### src/rtl/uart_tx_sequencer.sv
// uart_tx_sequencer
// Transmit-side UART controller. It takes one byte over a valid/ready
// handshake and keeps a private copy of it. It then drives the serial frame:
// a start bit, the data bits LSB-first, an optional parity bit, and one or
// two stop bits. An internal counter sets each bit to CLKS_PER_BIT clocks.
// Every output comes straight from a flop.
module uart_tx_sequencer #(
    parameter int CLKS_PER_BIT = 434,
    parameter int DATA_BITS    = 8,
    parameter int PARITY_EN    = 0,
    parameter int PARITY_ODD   = 0,
    parameter int STOP_BITS    = 1
) (
    input  logic       clk,
    input  logic       reset,
    input  logic [7:0] tx_data,
    input  logic       tx_valid,
    output logic       tx_ready,
    output logic       tx,
    output logic       busy,
    output logic       tx_done
);

    localparam int                CNT_W     = $clog2(CLKS_PER_BIT);
    localparam logic [CNT_W-1:0]  CNT_LAST  = CNT_W'(CLKS_PER_BIT - 1);
    localparam logic [2:0]        DATA_LAST = 3'(DATA_BITS - 1);
    localparam logic [2:0]        STOP_LAST = 3'(STOP_BITS - 1);

    typedef enum logic [2:0] {
        ST_IDLE   = 3'd0,
        ST_START  = 3'd1,
        ST_DATA   = 3'd2,
        ST_PARITY = 3'd3,
        ST_STOP   = 3'd4
    } state_t;

    state_t           state_q;
    logic [CNT_W-1:0] cnt_q;      // clocks elapsed inside the current bit
    logic [2:0]       bit_idx_q;  // data bit index, reused as stop bit index
    logic [7:0]       hold_q;     // captured byte, kept intact for parity
    logic [7:0]       shift_q;    // copy of the byte, shifted out LSB-first
    logic             tx_q;
    logic             ready_q;
    logic             busy_q;
    logic             done_q;

    logic [7:0]       data_mask;
    logic             bit_end;
    logic             parity_bit;

    // Bits above DATA_BITS-1 never reach the line, so they must not
    // contribute to parity either.
    for (genvar gi = 0; gi < 8; gi++) begin : g_data_mask
        assign data_mask[gi] = (gi < DATA_BITS);
    end

    assign bit_end    = (cnt_q == CNT_LAST);
    assign parity_bit = (^(hold_q & data_mask)) ^ (PARITY_ODD != 0);

    assign tx       = tx_q;
    assign tx_ready = ready_q;
    assign busy     = busy_q;
    assign tx_done  = done_q;

    // Frame sequencer: state, bit timing, and all registered outputs.
    always_ff @(posedge clk) begin
        if (!reset) begin
            state_q   <= ST_IDLE;
            cnt_q     <= '0;
            bit_idx_q <= '0;
            hold_q    <= '1;
            shift_q   <= '1;
            tx_q      <= 1'b1;
            ready_q   <= 1'b1;
            busy_q    <= 1'b0;
            done_q    <= 1'b0;
        end else begin
            done_q <= 1'b0;

            // The bit counter only runs while a frame is in flight.
            // It wraps at the end of every bit.
            if (state_q != ST_IDLE) begin
                cnt_q <= bit_end ? '0 : cnt_q + 1'b1;
            end

            unique case (state_q)
                ST_IDLE: begin
                    if (tx_valid) begin
                        hold_q    <= tx_data;
                        shift_q   <= tx_data;
                        cnt_q     <= '0;
                        bit_idx_q <= '0;
                        state_q   <= ST_START;
                        tx_q      <= 1'b0;
                        ready_q   <= 1'b0;
                        busy_q    <= 1'b1;
                    end
                end

                ST_START: begin
                    if (bit_end) begin
                        state_q   <= ST_DATA;
                        bit_idx_q <= '0;
                        tx_q      <= shift_q[0];
                    end
                end

                ST_DATA: begin
                    if (bit_end) begin
                        shift_q <= {1'b1, shift_q[7:1]};
                        if (bit_idx_q == DATA_LAST) begin
                            bit_idx_q <= '0;
                            if (PARITY_EN != 0) begin
                                state_q <= ST_PARITY;
                                tx_q    <= parity_bit;
                            end else begin
                                state_q <= ST_STOP;
                                tx_q    <= 1'b1;
                            end
                        end else begin
                            bit_idx_q <= bit_idx_q + 3'd1;
                            // The next data bit is the one about to move into bit 0.
                            tx_q      <= shift_q[1];
                        end
                    end
                end

                ST_PARITY: begin
                    if (bit_end) begin
                        state_q   <= ST_STOP;
                        bit_idx_q <= '0;
                        tx_q      <= 1'b1;
                    end
                end

                ST_STOP: begin
                    if (bit_end) begin
                        if (bit_idx_q == STOP_LAST) begin
                            state_q   <= ST_IDLE;
                            bit_idx_q <= '0;
                            done_q    <= 1'b1;
                            ready_q   <= 1'b1;
                            busy_q    <= 1'b0;
                        end else begin
                            bit_idx_q <= bit_idx_q + 3'd1;
                        end
                    end
                end

                default: begin
                    state_q   <= ST_IDLE;
                    cnt_q     <= '0;
                    bit_idx_q <= '0;
                    tx_q      <= 1'b1;
                    ready_q   <= 1'b1;
                    busy_q    <= 1'b0;
                end
            endcase
        end
    end

endmodule
### config.mk
export PLATFORM = sky130hd
export DESIGN_NAME = uart_tx_sequencer
export DESIGN_NICKNAME = d
export VERILOG_FILES = /design/src/rtl/uart_tx_sequencer.sv
export SDC_FILE = /design/constraint.sdc
export NUM_CORES = 1
export LEC_CHECK = 0
export CAP_MARGIN = 10
export CORE_MARGIN = 2
export CORE_UTILIZATION = 35
export CTS_CLUSTER_DIAMETER = 30
export DETAILED_ROUTE_END_ITERATION = 12
export PLACE_DENSITY = 0.51
export SYNTH_ARGS = -nofsm -noshare
export SYNTH_HDL_FRONTEND = slang
export SYNTH_SLANG_ARGS = --single-unit
### constraint.sdc
create_clock -name clk -period 2.8 [get_ports clk]
set_input_delay 0.56 -clock clk [delete_from_list [all_inputs] [get_ports clk]]
set_output_delay 0.56 -clock clk [all_outputs]
set_load 0.005 [all_outputs]
# Word level (Yosys, flattened, before mapping)
# Index checks and enable logic that the tools add are counted.
# word_totals
word_cells	75
regBits	27
inputBits	11
# op_classes
n_eq_ne	14
muxes	36
add_sub_neg	2
n_bitwise	2
n_reduce_logical	13
# ops
op	n
$mux 3	13
$mux 9	3
$pmux 9 s2	1
$mux 8	2
$pmux 8 s2	1
$pmux 3 s5	1
$ne 2x2->1 const B	7
$pmux 3 s4	1
$mux 1	11
$add 9x1->9 const B	1
$eq 9x9->1 const B	1
$reduce_and 4->1	2
$reduce_and 7->1	1
$eq 3x2->1 const B	2
$eq 3x3->1 const B	2
$logic_not 3->1	2
$pmux 1 s3	2
$reduce_and 3->1	2
$pmux 1 s5	1
$reduce_and 5->1	1
$reduce_or 4->1	1
$add 3x1->3 const B	1
$eq 3x1->1 const B	1
$reduce_bool 3->1	1
other kinds (5)	6

# Depth between registers and ports, before layout
# Gate-level depths: netlist of run 1.
# depth
word_depth	5
depth_mapped	8

# Least setup slack after synthesis of run 1
# Ideal clock, no wire load.
# synth_timing
kind	register -> register
start	register cnt_q[0]
end	register state_q[1]
path_stages_with_launch	8
arrival_time_ns	1.852
setup_slack_ns	0.878
synth_period_minus_slack_ns	1.922
cell_sequence	dfxtp_1 > ha_1 > and4_1 > a21oi_2 > a211o_1 > buf_6 > or4b_1 > a21boi_1
# synth_between
elab_chain_len	3
word_cells_on_any_way	6
classes_between	eq/ne (5); reduce/logical (1)
# synth_rtl
element	line	rtl
start, declared	38	logic [CNT_W-1:0] cnt_q;
start signal, assigned	83	cnt_q <= bit_end ? '0 : cnt_q + 1'b1;
$eq 9x9->1 *	57	assign bit_end = (cnt_q == CNT_LAST);
$ne 2x2->1 (no line)	n/a	
$reduce_and 7->1 (no line) *	n/a	
end signal, assigned	68	state_q <= ST_IDLE;
end signal, assigned	93	state_q <= ST_START;
end signal, assigned	102	state_q <= ST_DATA;
end, declared	37	state_t state_q;
# Every way passes the cells marked *; elsewhere a longest branch is shown, timed or not.
# A chain may end at the register's enable or synchronous reset.

# Final worst setup path of run 1
# layout_timing
start	register state_q[0]
end	register state_q[1]
# layout_between
elab_chain_len	3
word_cells_on_any_way	14
classes_between	eq/ne (11); mux (1); reduce/logical (2)
# layout_rtl
element	line	rtl
$eq 3x3->1 (tied with other cells)	86	unique case (state_q)
$ne 2x2->1 (no line)	n/a	
$reduce_and 7->1 (no line)	n/a	
# Parallel ways exist; a longest one is shown, timed or not.

==> metrics.yaml, run 1 <==
route:
  number_of_drc_markers_in_iteration_0: 12
  routedWlPerCell_um: 12.7
  vias_after_detailed_routing: 1116
  detail_route.first_pass.iterations: 4
  detail-route-antenna-nets: 0
  via_per_inst: 5.21
  routed_wl_um: 2720
  count_of_unresolved_drc_violations_after_routing: 0
yosys:
  synthesis.instances: 157
  synthesis.area_um2: 1390
  synth.yosys.warnings: 0
  synth-seq-area-share_pct: 38.9
  synth_top_flop_cell: "dfxtp_1"
  yosys.cell_types.count: 42
  async_flop_share_pct: 0
  syn_avg_cell_area_um2: 8.85
  edff_count_synth: 0
  syn-num-nets: 173
  ys_seq_elements: 27
worst_setup_path:
  critical_path.startpoint_type: "flop"
  worst_ep_required_time_ns: 3.00
  worstPathArrival_ns: 2.42
  timing.setup.critical_path_class: "flop to flop"
  setup.worst_path.end_class: "flop"
  crit_family: "simple AND/OR/NAND/NOR gates"
  worst_path_max_delay_cell: "dfxtp_1"
  crit_path_cell_trace: "or2_0, nor3_1, a211o_1, or4b_1, a21boi_1"
  path_max_fanout: 11
  slowest_delay_ns: 0.53
  critical_path.n_buffers_inverters: 0
timing:
  maxSlewViolCount: 0
  max_slew_margin_pct: 48.2
  worst_pin_slew_ns: 0.774
  share_of_the_cycle_needed_by_the_critical_path_after_routing_pct: 79.0
  achievable-frequency_ghz: 0.452
  finalCriticalPeriod_ns: 2.21
  setup_viol_count_final: 0
  setup_total_negative_slack_ns: 0
  final_critical_path_setup_slack_ns: 0.587
  setup_repair_after_global_routing_missed_its_margin: "no"
  worst_setup_skew_after_layout_ns: 0.00619
  hold_vio_cnt_final: 0
clock_network:
  worstSkewPairLatency_ns: 0.27
  hold_buffers: 0
  cts_root_buf: "clkbuf_8"
  h-tree-depth: 1
  cts_sinks: 27
  clk_path_buf_depth: 2
  total_cts_buffers: 3
  cts_resized: 0
  clock_tree_from_tritoncts: "built"
  clk_pin_slew_ns: 0.09
  postCtsSetupBuffers: 0
floorplanning:
  std_cell_rows: 22
  floorplan.die.height_um: 67.0
  start_util_pct: 37.1
  boundaryPins: 15
  core_area_um2: 3740
  die_area_um2: 4490
  floorplan.die.width_um: 67.0
place:
  io_buffers: 14
  gpl.final_weighted_congestion: 0.742
  preCtsSetupSlack_ns: 0.458
  placedCellCount: 210
  hpwl_um: 1970
grt:
  grt_use_total_pct: 14.1
  via_count_of_the_first_global_routing_pass: 1112
  grt_start_max_net_pins: 27
  grt-ovfl-total: 0
  grt_antenna_before_repair: 0
  grt_first_pass_wirelength_um: 4930
power_and_ir_drop:
  max-vdd-ir-drop_mv: 0.270
  p_leak_nw: 0.606
  p_per_area_nw_per_um2: 526
final_layout:
  footprint_of_the_multi_input_gates_um2: 776
  filler_cell_count: 387
  utilization_pct: 42.6
  layout-area-overhead-vs-synth_pct: 14.9
  share_of_post_route_cells_with_drive_strength_above_1_pct: 5.42
  fin_nets: 183
  num_antenna_cells: 0
  fin_cells: 214
  register_area_um2: 541
run_status:
  status: "finished clean"
min_path:
  hold_path.class: "flop to flop"
flow_run:
  maxCapViolCount: 0
metrics by stage:
stage	hold slack (ns)	power (W)	area, um2
floorplan	0.445	0.000575	1390
global placement	0.466	0.000623	1550
detailed placement	0.466	0.000627	1550
CTS	0.491	0.000848	1600
global route	0.543	0.000900	1600
finish	0.486	0.000839	1600
layout make-up:
class	instances	share of cell area, %
clock buffers	4	2.82
inverters	5	1.18
multi-input cells	114	48.6
flip-flops and latches	27	33.9
well taps	48	3.76
repair buffers	16	9.73
registers in the layout, summed over array words and instances, names as in the netlist:
| signal | flops |
|---|---|
| bit_idx_q | 3 |
| busy | 1 |
| cnt_q | 9 |
| shift_q | 8 |
| state_q | 3 |
| tx | 1 |
| tx_done | 1 |
| tx_ready | 1 |
power breakdown:
group	leakage, nW	switching (W)	internal (W)	total [W]
Combinational	0.363	0.0000915	0.0000845	0.000176
Clock	0.0228	0.000120	0.000102	0.000222
Sequential	0.221	0.0000287	0.000413	0.000441
synth_stat cells (7+ instances only):
| cell | n | area share [%] |
|---|---|---|
| a31oi_1 | 8 | 3.6 |
| nand3_1 | 10 | 3.6 |
| o21ai_0 | 9 | 3.2 |
| nor3b_1 | 7 | 3.8 |
| nand2_1 | 8 | 2.2 |
| dfxtp_1 | 27 | 39 |
| nor2_1 | 10 | 2.7 |
| mux2i_1 | 8 | 5.8 |
cell families after synthesis:
group                    Yosys count  share of synthesized area (%)
AND/OR/NAND/NOR                   59                           25.0
AO/OA/AOI/OAI                     35                           16.2
flip-flops                        27                           38.9
buffers and inverters             16                           5.23
multiplexers                       8                           5.77
XOR/XNOR                           7                           4.41
adder cells (fa/ha/maj)            5                           4.50
layer usage:
| metal | vias to the layer above | GRT usage [%] | share of wire, % | wire, um |
|---|---|---|---|---|
| li1 | 581 | - | - | - |
| met1 | 515 | 18.7 | 51 | 1390 |
| met3 | 2 | 3.04 | 2.9 | 80 |
| met4 | 0 | 3.06 | 0.51 | 14 |
| met2 | 18 | 23.4 | 46 | 1240 |
| met5 | - | 0 | 0 | 0 |
layout by cell type (no fill, tap or decap), types with 2 or more instances in the layout:
cell / instances
nor3b_1: 7
o32ai_1: 2
a21oi_1: 5
nand3_1: 10
xor2_1: 5
mux2i_1: 8
o21a_1: 2
nand2b_1: 3
xnor2_1: 2
nor2_1: 10
clkdlybuf4s50_1: 14
buf_4: 2
clkbuf_8: 3
ha_1: 5
a31oi_1: 8
o21ai_0: 9
or3_1: 2
dfxtp_1: 27
and3_1: 2
nand2_1: 8
nor2b_1: 2
nor3_1: 5
inv_1: 5
a211oi_1: 2
worst paths after layout:
check,from,endpoint,slack [ns],depth (start not counted)
max reg2reg,state_q[0]$_SDFFE_PN0P_,state_q[1]$_SDFFE_PN0P_,0.59,5
max,state_q[0]$_SDFFE_PN0P_,state_q[1]$_SDFFE_PN0P_,0.59,5
min,shift_q[7]$_SDFFE_PN1P_,shift_q[7]$_SDFFE_PN1P_,0.49,2
min reg2reg,shift_q[7]$_SDFFE_PN1P_,shift_q[7]$_SDFFE_PN1P_,0.49,2
worst reg2reg max path, cell delays in order (launching register included):
cell	delay [ns]
dfxtp_1	0.53
or2_0	0.46
nor3_1	0.10
a211o_1	0.41
or4b_1	0.53
a21boi_1	0.12
(Power assumes the default switching activity.)
==> run 2, diff against run 1 <==
Settings changed: PLACE_DENSITY 0.51 to 0.53.
Clock period 2.8 ns to 1.8 ns, I/O delays scaled along.
==> metrics.yaml, run 2 (same netlist as run 1, synthesis figures left out) <==
timing:
  share_of_the_cycle_needed_by_the_critical_path_after_routing_pct: 98.1
  max_slew_margin_pct: 70.2
  maxSlewViolCount: 0
  setup_viol_count_final: 0
  worst_setup_skew_after_layout_ns: 0.0169
  achievable-frequency_ghz: 0.566
  hold_vio_cnt_final: 0
  setup_total_negative_slack_ns: 0
  final_critical_path_setup_slack_ns: 0.0336
  setup_repair_after_global_routing_missed_its_margin: "yes"
  finalCriticalPeriod_ns: 1.77
  worst_pin_slew_ns: 0.442
run_status:
  status: "finished clean"
power_and_ir_drop:
  p_per_area_nw_per_um2: 800
  p_leak_nw: 0.690
  max-vdd-ir-drop_mv: 0.428
  total_power_w: 0.00139
floorplanning:
  boundaryPins: 15
  floorplan.die.height_um: 67.0
  std_cell_rows: 22
  start_util_pct: 37.1
  core_area_um2: 3740
  floorplan.die.width_um: 67.0
  die_area_um2: 4490
worst_setup_path:
  timing.critical_path.to: "state_q[1]$_SDFFE_PN0P_"
  critical_path.startpoint_type: "flop"
  rr_worst_depth: 5
  setup.worst_path.end_class: "flop"
  worst_path_max_delay_cell: "or4b_1"
  reg2reg_capture_point: "state_q[1]$_SDFFE_PN0P_"
  path_max_fanout: 3
  crit-reg2reg-launch: "cnt_q[6]$_SDFF_PN0_"
  slowest_delay_ns: 0.48
  crit_path_cell_trace: "nor4b_4, a211oi_1, a211o_1, or4b_1, a21boi_1"
  crit_path_start: "cnt_q[6]$_SDFF_PN0_"
  timing.setup.critical_path_class: "flop to flop"
  setup_slack_on_the_worst_flop_to_flop_path_ns: 0.03
  worst_ep_required_time_ns: 2.03
  worstPathArrival_ns: 1.99
route:
  detail_route.first_pass.iterations: 5
  via_per_inst: 5.16
  routedWlPerCell_um: 12.9
  vias_after_detailed_routing: 1177
  count_of_unresolved_drc_violations_after_routing: 0
  number_of_drc_markers_in_iteration_0: 35
  routed_wl_um: 2950
  detail-route-antenna-nets: 0
place:
  gpl.final_weighted_congestion: 0.828
  io_buffers: 14
  preCtsSetupSlack_ns: -0.0866
  hpwl_um: 2220
final_layout:
  commonest_cells_after_routing_fill_and_taps_aside: "23 x dfxtp_1, 15 x buf_4, 14 x clkdlybuf4s50_1"
  share_of_post_route_cells_with_drive_strength_above_1_pct: 17.8
  num_antenna_cells: 0
  largest_register_ff_count: 9
  register_name_with_the_most_flops: "cnt_q"
  final_common_cell: "dfxtp_1"
  fin_nets: 197
  layout-area-overhead-vs-synth_pct: 25.4
  utilization_pct: 46.5
  reg_top3: "cnt_q (9), shift_q (8)"
grt:
  grt_first_pass_wirelength_um: 4930
  grt_antenna_before_repair: 0
  grt-ovfl-total: 0
  via_count_of_the_first_global_routing_pass: 1134
  grt_use_total_pct: 14.7
  grt_start_max_net_pins: 23
clock_network:
  clock_tree_from_tritoncts: "built"
  cts_root_buf: "clkbuf_8"
  worstSkewPairLatency_ns: 0.29
  cts_sinks: 27
  total_cts_buffers: 3
  h-tree-depth: 1
  clk_pin_slew_ns: 0.11
  clk_path_buf_depth: 2
min_path:
  hold_path.class: "flop to flop"
flow_run:
  maxCapViolCount: 0
## run 2: timing repair
item                       CTS  global route
hold buffers                 0             0
setup endpoints to repair    0             4
hold endpoints to repair     0             0
buffers inserted             0             0
resized for setup            0             3
## run 2: report_power, final
| part | switching [W] | internal (W) |
|---|---|---|
| Clock | 0.000209 | 0.000163 |
| Sequential | 0.0000301 | 0.000643 |
| Combinational | 0.000174 | 0.000175 |
## run 2: metal layers
metal | wire, um | GRT usage [%] | vias to the layer above
met5 | 0 | 0 | -
met4 | 47 | 6.12 | 0
met3 | 98 | 3.72 | 6
met2 | 1430 | 25.1 | 20
met1 | 1370 | 17.4 | 540
li1 | - | - | 611
## run 2: how the worst min path moves through the flow
stage | end | start | cells past startpoint | slack [ns]
2_1_floorplan | shift_q[7]$_SDFFE_PN1P_ | shift_q[7]$_SDFFE_PN1P_ | 2 | 0.45
5_1_grt | shift_q[7]$_SDFFE_PN1P_ | shift_q[7]$_SDFFE_PN1P_ | 2 | 0.53
3_3_place_gp | tx$_SDFFE_PN1P_ | tx$_SDFFE_PN1P_ | 2 | 0.46
6_report | tx$_SDFFE_PN1P_ | tx$_SDFFE_PN1P_ | 2 | 0.49
3_5_place_dp | tx$_SDFFE_PN1P_ | tx$_SDFFE_PN1P_ | 2 | 0.47
4_1_cts | tx$_SDFFE_PN1P_ | tx$_SDFFE_PN1P_ | 2 | 0.50
## run 2: cell type report
class | count | area, um2
Clock buffer | 3 | 41.3
Clock inverter | 1 | 8.76
Fill cell | 398 | 2000
Inverter | 5 | 18.8
Multi-Input combinational cell | 114 | 795
Sequential cell | 27 | 546
Tap cell | 48 | 60.1
Timing Repair Buffer | 30 | 273
## run 2: worst max-delay path, delay by kind of cell (launching register included)
kind             cells  cell delay, ns
AND/OR/NAND/NOR      2            0.85
AO/OA/AOI/OAI        3            0.53
flip-flops           1            0.35
## run 2: stage by stage
step | hold WS (ns) | instances | cell area [um2]
floorplan | 0.445 | 157 | 1400
global placement | 0.459 | 224 | 1680
detailed placement | 0.468 | 224 | 1680
CTS | 0.496 | 228 | 1730
global route | 0.527 | 228 | 1740
finish | 0.491 | 228 | 1740
